--- src/rtl/step_controller_if.sv ---
// Push-button step interface between the pulse generators (master) and the
// step controller (slave).
//
// Signals:
//   step_pulse  master->slave  one-cycle single-step / burst request
//   run_pulse   master->slave  one-cycle free-run toggle
//   burst_sel   master->slave  level, step_pulse requests a burst when high
//   halt        master->slave  level from the core's halt/break decode
//   cpu_en      slave->master  processor clock-enable
//   busy        slave->master  controller not idle
//   step_count  slave->master  number of cycles with cpu_en high (wraps)
interface step_controller_if #(
   parameter int unsigned CNT_W = 16
) ();

   logic             step_pulse;
   logic             run_pulse;
   logic             burst_sel;
   logic             halt;
   logic             cpu_en;
   logic             busy;
   logic [CNT_W-1:0] step_count;

   modport master (
      output step_pulse, run_pulse, burst_sel, halt,
      input  cpu_en, busy, step_count
   );

   modport slave (
      input  step_pulse, run_pulse, burst_sel, halt,
      output cpu_en, busy, step_count
   );

endinterface

--- src/rtl/step_controller.sv ---
// Step controller: turns single-cycle button pulses into a processor
// clock-enable. Supports single step, fixed-length burst and free-run with a
// divided enable rate, and counts the issued enables for the display.
//
// Ports:
//   clk    system clock
//   reset  asynchronous, active-high reset
//   ctrl   step_controller_if.slave (pulses/levels in, cpu_en/busy/step_count out)
//
// Build option: define STEP_PENDING_EN to remember one step_pulse arriving
// during STEP or BURST and service it once the controller is idle again.
module step_controller #(
   parameter int unsigned BURST_LEN = 8,
   parameter int unsigned RUN_DIV   = 4,
   parameter int unsigned CNT_W     = 16
) (
   input logic              clk,
   input logic              reset,
   step_controller_if.slave ctrl
);

   localparam logic [7:0] BurstLen   = 8'(BURST_LEN);
   localparam logic [7:0] RunDivLast = 8'(RUN_DIV - 1);

   typedef enum logic [1:0] {StIdle, StStep, StBurst, StRun} state_e;

   state_e           state_q;
   logic [7:0]       rem_q;
   logic [7:0]       div_q;
   logic [CNT_W-1:0] cnt_q;
   logic             en;

   // Effective step request seen in IDLE (live pulse or a stored one).
   logic req_step;
   logic req_sel;

`ifdef STEP_PENDING_EN
   logic pend_q;
   logic pend_sel_q;

   // A stored request takes precedence over a live pulse in the same cycle.
   always_comb begin
      req_step = ctrl.step_pulse | pend_q;
      req_sel  = pend_q ? pend_sel_q : ctrl.burst_sel;
   end

   always_ff @(posedge clk or posedge reset) begin
      if (reset) begin
         pend_q     <= 1'b0;
         pend_sel_q <= 1'b0;
      end else begin
         unique case (state_q)
            StStep, StBurst: begin
               // Only the first pulse is kept; later ones are dropped.
               if (ctrl.step_pulse && !pend_q) begin
                  pend_q     <= 1'b1;
                  pend_sel_q <= ctrl.burst_sel;
               end
            end
            // IDLE consumes the request (serviced or refused); RUN discards it.
            StIdle, StRun: pend_q <= 1'b0;
            default:       pend_q <= 1'b0;
         endcase
      end
   end
`else
   always_comb begin
      req_step = ctrl.step_pulse;
      req_sel  = ctrl.burst_sel;
   end
`endif

   always_ff @(posedge clk or posedge reset) begin
      if (reset) begin
         state_q <= StIdle;
         rem_q   <= '0;
         div_q   <= '0;
         cnt_q   <= '0;
      end else begin
         unique case (state_q)
            StIdle: begin
               // RUN beats any step request; halt only blocks RUN and BURST.
               if (ctrl.run_pulse && !ctrl.halt) begin
                  state_q <= StRun;
                  div_q   <= '0;
               end else if (req_step && req_sel && !ctrl.halt) begin
                  state_q <= StBurst;
                  rem_q   <= BurstLen;
               end else if (req_step && !req_sel) begin
                  state_q <= StStep;
               end
            end
            StStep: state_q <= StIdle;
            StBurst: begin
               if (ctrl.halt || ctrl.run_pulse || rem_q == 8'd1) begin
                  state_q <= StIdle;
                  rem_q   <= '0;
               end else begin
                  rem_q <= rem_q - 8'd1;
               end
            end
            StRun: begin
               if (ctrl.run_pulse || ctrl.halt) begin
                  state_q <= StIdle;
                  div_q   <= '0;
               end else if (div_q == RunDivLast) begin
                  div_q <= '0;
               end else begin
                  div_q <= div_q + 8'd1;
               end
            end
            default: state_q <= StIdle;
         endcase

         if (en) begin
            cnt_q <= cnt_q + CNT_W'(1);
         end
      end
   end

   // Moore decode: registered state and divider only.
   always_comb begin
      en = 1'b0;
      unique case (state_q)
         StIdle:  en = 1'b0;
         StStep:  en = 1'b1;
         StBurst: en = 1'b1;
         StRun:   en = (div_q == RunDivLast);
         default: en = 1'b0;
      endcase
   end

   assign ctrl.cpu_en     = en;
   assign ctrl.busy       = (state_q != StIdle);
   assign ctrl.step_count = cnt_q;

endmodule

--- src/flat_wrapper.sv ---
// flat-port wrapper written by rule: the top's interface ports become plain ports
module step_controller_flat 
#(
   parameter int unsigned BURST_LEN = 8,
   parameter int unsigned RUN_DIV   = 4,
   parameter int unsigned CNT_W     = 16
)
  (clk, reset, ctrl_step_pulse, ctrl_run_pulse, ctrl_burst_sel, ctrl_halt, ctrl_cpu_en, ctrl_busy, ctrl_step_count);
  step_controller_if #(.CNT_W(CNT_W)) ctrl_i ();
  input logic clk;
  input logic reset;
  input wire logic [$bits(ctrl_i.step_pulse)-1:0] ctrl_step_pulse;
  input wire logic [$bits(ctrl_i.run_pulse)-1:0] ctrl_run_pulse;
  input wire logic [$bits(ctrl_i.burst_sel)-1:0] ctrl_burst_sel;
  input wire logic [$bits(ctrl_i.halt)-1:0] ctrl_halt;
  output wire logic [$bits(ctrl_i.cpu_en)-1:0] ctrl_cpu_en;
  output wire logic [$bits(ctrl_i.busy)-1:0] ctrl_busy;
  output wire logic [$bits(ctrl_i.step_count)-1:0] ctrl_step_count;
  assign ctrl_i.step_pulse = ctrl_step_pulse;
  assign ctrl_i.run_pulse = ctrl_run_pulse;
  assign ctrl_i.burst_sel = ctrl_burst_sel;
  assign ctrl_i.halt = ctrl_halt;
  assign ctrl_cpu_en = ctrl_i.cpu_en;
  assign ctrl_busy = ctrl_i.busy;
  assign ctrl_step_count = ctrl_i.step_count;
  step_controller #(.BURST_LEN(BURST_LEN), .RUN_DIV(RUN_DIV), .CNT_W(CNT_W)) u_core (.clk(clk), .reset(reset), .ctrl(ctrl_i));
endmodule
--- config.mk ---
export PLATFORM = sky130hd
export DESIGN_NAME = step_controller_flat
export DESIGN_NICKNAME = d
export VERILOG_FILES = /design/src/rtl/step_controller_if.sv /design/src/rtl/step_controller.sv /design/src/flat_wrapper.sv
export SDC_FILE = /design/constraint.sdc
export NUM_CORES = 1
export LEC_CHECK = 0
export BUFFER_PORTS_ARGS = -buffer_cell sky130_fd_sc_hd__buf_2
export CAP_MARGIN = 20
export CORE_MARGIN = 2
export CORE_UTILIZATION = 36
export DETAILED_ROUTE_END_ITERATION = 6
export HOLD_SLACK_MARGIN = 0.1
export PLACE_DENSITY = 0.6
export SLEW_MARGIN = 25
export SYNTH_ARGS = -nofsm -noshare
export SYNTH_HDL_FRONTEND = slang
export SYNTH_SLANG_ARGS = --single-unit
--- constraint.sdc ---
create_clock -name clk -period 4.2 [get_ports clk]
set_clock_uncertainty 0.15 [all_clocks]
set_input_delay 0.42 -clock clk [delete_from_list [all_inputs] [get_ports clk]]
set_output_delay 0.42 -clock clk [all_outputs]
set_load 0.05 [all_outputs]
==> impl_metrics.toml, run 1 <==
[synthesis]
yosys.area.top_type = "sky130_fd_sc_hd__dfrtp_1"
yosys_warns = 0
synth_enable_flop_cells = 0
netlist_area_mm2 = 0.001924
syn-num-nets = 201
synth.avg_cell_area_um2 = 10.29
dominantRegCellSynth = "sky130_fd_sc_hd__dfrtp_1"
synthesis.instances = 187
synth.top_cell.area_share = 0.4421
synthDistinctLibCells = 45
synth_sequential_area_ratio = 0.4421
synth_async_sr_flop_share = 1.000
ys_seq_elements = 34
synthTopCellsByArea = "sky130_fd_sc_hd__dfrtp_1 44%, sky130_fd_sc_hd__xor2_1 9.6%, sky130_fd_sc_hd__ha_1 5.2%, sky130_fd_sc_hd__nand2_1 2.5%, sky130_fd_sc_hd__nor2_1 2.3%"

[die]
fp.dieH_um = 77.11
rows = 26
boundaryPins = 24
initial_utilization = 0.3744
die_area_mm2 = 0.005946
die_boundary_width_um = 77.11
core_region_area_mm2 = 0.005140

[sta]
fmax_mhz = 356.9
hold_viol = 0
setup_total_negative_slack_ns = 0
drv_slew = 0
final_critical_period_ns = 2.802
rsz0062_at_grt = "no"
least_margin_pin_slew_ns = 0.6586
max_slew_margin = 0.5484
setup_viol = 0
timing.final.crit_share = 0.6670

[clocking]
ctsResizeCount = 0
cts_tree = "done"
tritoncts.num_buffers = 5
cts_max_path_buffers = 2
clock_tree.root_cell = "sky130_fd_sc_hd__clkbuf_8"
cts.clk_slew.worst_paths_ns = 0.07
cts_setup_buffers = 0
clock_sink_count = 34
clock_latency_ns = 0.29
h-tree-depth = 2
post_cts_hold_buffer_count = 1

[power_and_ir_drop]
worst_ir_drop_vdd_v = 0.0003962
power.total_mw = 1.369
p_per_area_mw_per_mm2 = 621.1
static-leakage-power_nw = 1.082

[min_path]
hold_start = "u_core.ctrl.step_count[15]"
whs_endpoint = "u_core.ctrl.step_count[15]"
hold_path.class = "register to register"
worst_hold_depth = 1

[worst_setup_path]
cp_slowest_stage_delay_ns = 0.49
crit_path_cell_trace = "ha_1, or4b_4, o21ba_4, nor2_1, buf_2"
required_ns = 3.63
worst_setup_path_start_kind = "register"
r2r_cells = 5
maximum_net_fanout_on_the_critical_path = 15
cpMaxStageDelayCell = "sky130_fd_sc_hd__or4b_4"
regToRegEndpoint = "u_core.div_q[7]"
flop_to_flop_setup_slack_ns = 1.81
critical_path.reg2reg.startpoint = "u_core.div_q[0]"
critical_path.endpoint_type = "primary output"
worst-setup-path-type = "register to primary output"
crit_arrival_ns = 2.23

[drt]
drt_iter0_markers = 134
route.detailed.wl_per_inst_um = 13.35
via_count_normalized_by_instance_count = 5.246
route.final.wire_length_mm = 3.806
post-route-drc-count = 0
vias = 1495
drt_pre_antenna_iters = 4
ant_nets = 0

[run_status]
outcome = "finished clean"

[final_layout]
finalInstanceArea_mm2 = 0.002205
flow.area_growth_from_synthesis_pct = 14.56
layout.nets = 228
antenna-diode-count = 0
fillers = 534
fraction_of_final_layout_cells_with_drive_strength_greater_than_1 = 0.1953

[placement]
port-buffer-count = 23
dpl.hpwl_mm = 2.738
placedInstanceArea_mm2 = 0.002108
gpl.final_weighted_congestion = 0.7957

[flow_run]
maxCapViolCount = 0

[grt]
grt_antenna_before_repair = 0
gr-usage-all-layers = 0.1439
grt_max_degree = 35
grt.overflow.total = 0
grt_pass1_wl_mm = 6.975
grt_pass1_vias = 1512
## state kept, by name, indices dropped and copies added (netlist names)
name                    count
u_core.ctrl.step_count     16
u_core.div_q                8
u_core.rem_q                8
u_core.state_q              2
## report_power, final
part	total [mW]	internal (mW)	leakage (nW)	switching (mW)
clock	0.243	0.117	0.0452	0.126
sequential	0.485	0.400	0.458	0.0854
combinational	0.641	0.205	0.579	0.436
total	1.37	0.722	1.08	0.647
## cells by family after synthesis
kind of cell / share of synthesized area
AO/OA/AOI/OAI: 0.1203
XOR/XNOR: 0.09558
adder cells (fa/ha/maj): 0.05202
buffers and inverters: 0.03316
flip-flops: 0.4421
multiplexers: 0.02666
AND/OR/NAND/NOR: 0.2302
## stage by stage
step           cells    util  setup slack (ns)  hold WS [ns]
2_1_floorplan    187       -             1.513        0.3338
3_3_place_gp     276  0.4102             1.777        0.3051
4_1_cts          285  0.4289             1.390        0.3214
5_1_grt          285  0.4289             1.274        0.3560
3_5_place_dp     276  0.4102             1.714        0.3022
6_report         285  0.4289             1.398        0.3195
## worst max path at each step
stage                    startpoint  slack, ns  depth (start not counted)                   endpoint
global placement    u_core.div_q[0]       1.78                          5                ctrl_cpu_en
detailed placement  u_core.div_q[0]       1.71                          5                ctrl_cpu_en
floorplan           u_core.div_q[0]       1.51                          5  u_core.ctrl.step_count[1]
CTS                 u_core.div_q[0]       1.39                          5                ctrl_cpu_en
finish              u_core.div_q[0]       1.40                          5                ctrl_cpu_en
global route        u_core.div_q[0]       1.27                          5                ctrl_cpu_en
## metal layers
layer | track usage | vias up | wire, um
met1 | 0.1970 | 731 | 1851
met5 | 0 | - | 0
li1 | - | 737 | -
met2 | 0.2202 | 22 | 1785
met4 | 0.07143 | 0 | 60
met3 | 0.02471 | 5 | 108
## Yosys cell counts, types with 3 or more instances
master,instances
sky130_fd_sc_hd__dfrtp_1,34
sky130_fd_sc_hd__xor2_1,21
sky130_fd_sc_hd__nand2_1,13
sky130_fd_sc_hd__nor2_1,12
sky130_fd_sc_hd__inv_1,10
sky130_fd_sc_hd__ha_1,8
sky130_fd_sc_hd__nor3_1,8
sky130_fd_sc_hd__o21ai_0,7
sky130_fd_sc_hd__nand3_1,6
sky130_fd_sc_hd__a21oi_1,5
sky130_fd_sc_hd__nand4_1,5
sky130_fd_sc_hd__clkbuf_1,4
sky130_fd_sc_hd__mux2i_1,4
sky130_fd_sc_hd__nor4_1,3
sky130_fd_sc_hd__nor4_2,3
sky130_fd_sc_hd__o211ai_1,3
sky130_fd_sc_hd__o31ai_1,3
sky130_fd_sc_hd__or4_1,3
## cells in the final DEF, fill, tap and decap left out, drive strengths merged, types with 3 or more instances in the layout
master  count
nand3       6
inv        10
nor2       12
nor4        7
buf        24
nand2      13
or4         3
o211ai      3
a21oi       5
ha          8
mux2i       4
xor2       21
o31ai       3
and3        3
nand4       5
dfrtp      34
o21ai       7
nor3        8
clkbuf      6
## area by class of cell
cell class                      instances  area, um^2  share of cell area
Clock buffer                            6       72.57             0.03292
Tap cell                               70       87.58             0.03973
Clock inverter                          2       13.76            0.006243
Timing Repair Buffer                   25       132.6             0.06016
Inverter                               10       37.54             0.01703
Sequential cell                        34       850.8              0.3859
Multi-Input combinational cell        138        1010              0.4580
## worst max-delay path, delay by kind of cell (launching register included)
family                     cells  cell delay [ns]
and+or+nand+nor                2             0.70
DFF                            1             0.39
adders and majority gates      1             0.23
AOI/OAI and AO/OA              1             0.31
buffers and inverters          1             0.31
No activity file was read; power rests on OpenSTA's default activity.
==> inputs of run 2 (changes only) <==
==> constraint.sdc (replaced) <==
create_clock -name clk -period 2.9 [get_ports clk]
set_clock_uncertainty 0.15 [all_clocks]
set_input_delay 0.29 -clock clk [delete_from_list [all_inputs] [get_ports clk]]
set_output_delay 0.29 -clock clk [all_outputs]
set_load 0.05 [all_outputs]
==> run 2 against run 1 <==
Clock-buffer cell count unchanged; final cell count increased by 1.4%; first-iteration DRC count increased by 3.0%; sequential share of layout area decreased by 0.67 points; non-clock buffer count increased by 4; wire length increased by 0.13%; total power increased by 49%; worst setup slack got worse by 1.2 ns; sequential power increased by 45%; largest cell class unchanged; largest power group unchanged; highest routed layer unchanged.
==> impl_metrics.toml, run 2 (synthesis gave the netlist of run 1 again) <==
[run_status]
outcome = "finished clean"

[final_layout]
finalInstanceArea_mm2 = 0.002243
layout.nets = 232
layout.cells.most_common_list = "34 x sky130_fd_sc_hd__dfrtp_1, 23 x sky130_fd_sc_hd__buf_2, 21 x sky130_fd_sc_hd__xor2_1, 13 x sky130_fd_sc_hd__nand2_1, 12 x sky130_fd_sc_hd__nor2_1"
flow.area_growth_from_synthesis_pct = 16.58
fraction_of_final_layout_cells_with_drive_strength_greater_than_1 = 0.2146
largest_reg_flops = 16
final_common_cell = "sky130_fd_sc_hd__dfrtp_1"
antenna-diode-count = 0
final_util = 0.4365

[grt]
grt_antenna_before_repair = 0
grt_max_degree = 35
grt_pass1_vias = 1405
grt_pass1_wl_mm = 6.479
gr-usage-all-layers = 0.1343
grt.overflow.total = 0

[power_and_ir_drop]
worst_ir_drop_vdd_v = 0.0006224
power.total_mw = 2.044
static-leakage-power_nw = 1.104
p_per_area_mw_per_mm2 = 911.0

[worst_setup_path]
critical_path.endpoint_type = "primary output"
crit_path_cell_trace = "ha_1, or4b_4, o21ba_4, nor2_1, buf_2"
maximum_net_fanout_on_the_critical_path = 15
cpMaxStageDelayCell = "sky130_fd_sc_hd__or4b_4"
regToRegEndpoint = "u_core.state_q[0]"
crit_arrival_ns = 2.23
flop_to_flop_setup_slack_ns = 0.53
worst-setup-path-type = "register to primary output"
critical_path.reg2reg.startpoint = "u_core.state_q[0]"
cp_slowest_stage_delay_ns = 0.48
crit_path_from = "u_core.div_q[0]"
r2r_cells = 6
required_ns = 2.46
cp-endpoint = "ctrl_cpu_en"
worst_setup_path_start_kind = "register"

[die]
die_area_mm2 = 0.005946
boundaryPins = 24
initial_utilization = 0.3744
core_region_area_mm2 = 0.005140
die_boundary_width_um = 77.11
rows = 26
fp.dieH_um = 77.11

[sta]
setup_viol = 0
timing.final.crit_share = 0.9200
rsz0062_at_grt = "no"
setup_total_negative_slack_ns = 0
final.hold.worst_slack_ns = 0.2231
drv_slew = 0
fmax_mhz = 374.8
hold_viol = 0
max_slew_margin = 0.5811
least_margin_pin_slew_ns = 0.6254
final_critical_period_ns = 2.668

[drt]
ant_nets = 0
drt_pre_antenna_iters = 4
vias = 1498
post-route-drc-count = 0
route.final.wire_length_mm = 3.811
drt_iter0_markers = 138
via_count_normalized_by_instance_count = 5.183
route.detailed.wl_per_inst_um = 13.19

[clocking]
cts_max_path_buffers = 2
h-tree-depth = 2
post_cts_hold_buffer_count = 1
clock_sink_count = 34
tritoncts.num_buffers = 5
cts_tree = "done"
clock_tree.root_cell = "sky130_fd_sc_hd__clkbuf_8"
clock_latency_ns = 0.29
ctsResizeCount = 0
cts_setup_buffers = 0
cts.clk_slew.worst_paths_ns = 0.07

[placement]
gpl.final_weighted_congestion = 0.7736
port-buffer-count = 23
dpl.hpwl_mm = 2.771
placedInstanceArea_mm2 = 0.002138

[flow_run]
maxCapViolCount = 0

[min_path]
hold_path.class = "primary input to register"
## run 2: per-layer routing
metal | vias to the layer above | part of all wire | track usage | routed length, um
li1 | 753 | - | - | -
met4 | 0 | 0.012 | 0.05000 | 45
met2 | 33 | 0.47 | 0.2140 | 1805
met3 | 6 | 0.036 | 0.02941 | 136
met1 | 706 | 0.48 | 0.1791 | 1823
met5 | - | 0 | 0 | 0
## run 2: where the power goes
| part | leakage (nW) | switching [mW] | internal [mW] |
|---|---|---|---|
| combinational | 0.599 | 0.647 | 0.326 |
| sequential | 0.458 | 0.125 | 0.579 |
| clock | 0.0472 | 0.175 | 0.191 |
## run 2: area by class of cell
type                    instances  area (um^2)
well taps                      70        87.58
inverters                      10        37.54
fillers                       520         2897
repair buffers                 29        162.7
clock inverters                 2        12.51
clock buffers                   6        82.58
multi-input cells             138         1010
flip-flops and latches         34        850.8
## run 2: worst min path at each step
stage / startpoint / endpoint / slack, ns / cells past startpoint
final: ctrl_halt / u_core.state_q[1] / 0.22 / 3
after global routing: ctrl_halt / u_core.state_q[1] / 0.22 / 3
after CTS: ctrl_halt / u_core.state_q[1] / 0.22 / 3
after detailed placement: reset / u_core.div_q[5] / 0.27 / 3
after global placement: reset / u_core.ctrl.step_count[5] / 0.26 / 3
after floorplan: reset / u_core.ctrl.step_count[0] / 0.28 / 1
## run 2: metrics by stage
stage	setup slack, ns	instances
2_1_floorplan	0.2129	187
3_3_place_gp	0.5694	280
3_5_place_dp	0.5353	280
6_report	0.2321	289
4_1_cts	0.2128	289
5_1_grt	0.1047	289
## run 2: worst max-delay path: cells and delay by family (launching register included)
| kind | cells | cell delay [ns] |
|---|---|---|
| adder cells (fa/ha/maj) | 1 | 0.24 |
| AND/OR/NAND/NOR | 2 | 0.69 |
| buffers and inverters | 1 | 0.31 |
| AO/OA/AOI/OAI | 1 | 0.31 |
| flip-flops | 1 | 0.39 |
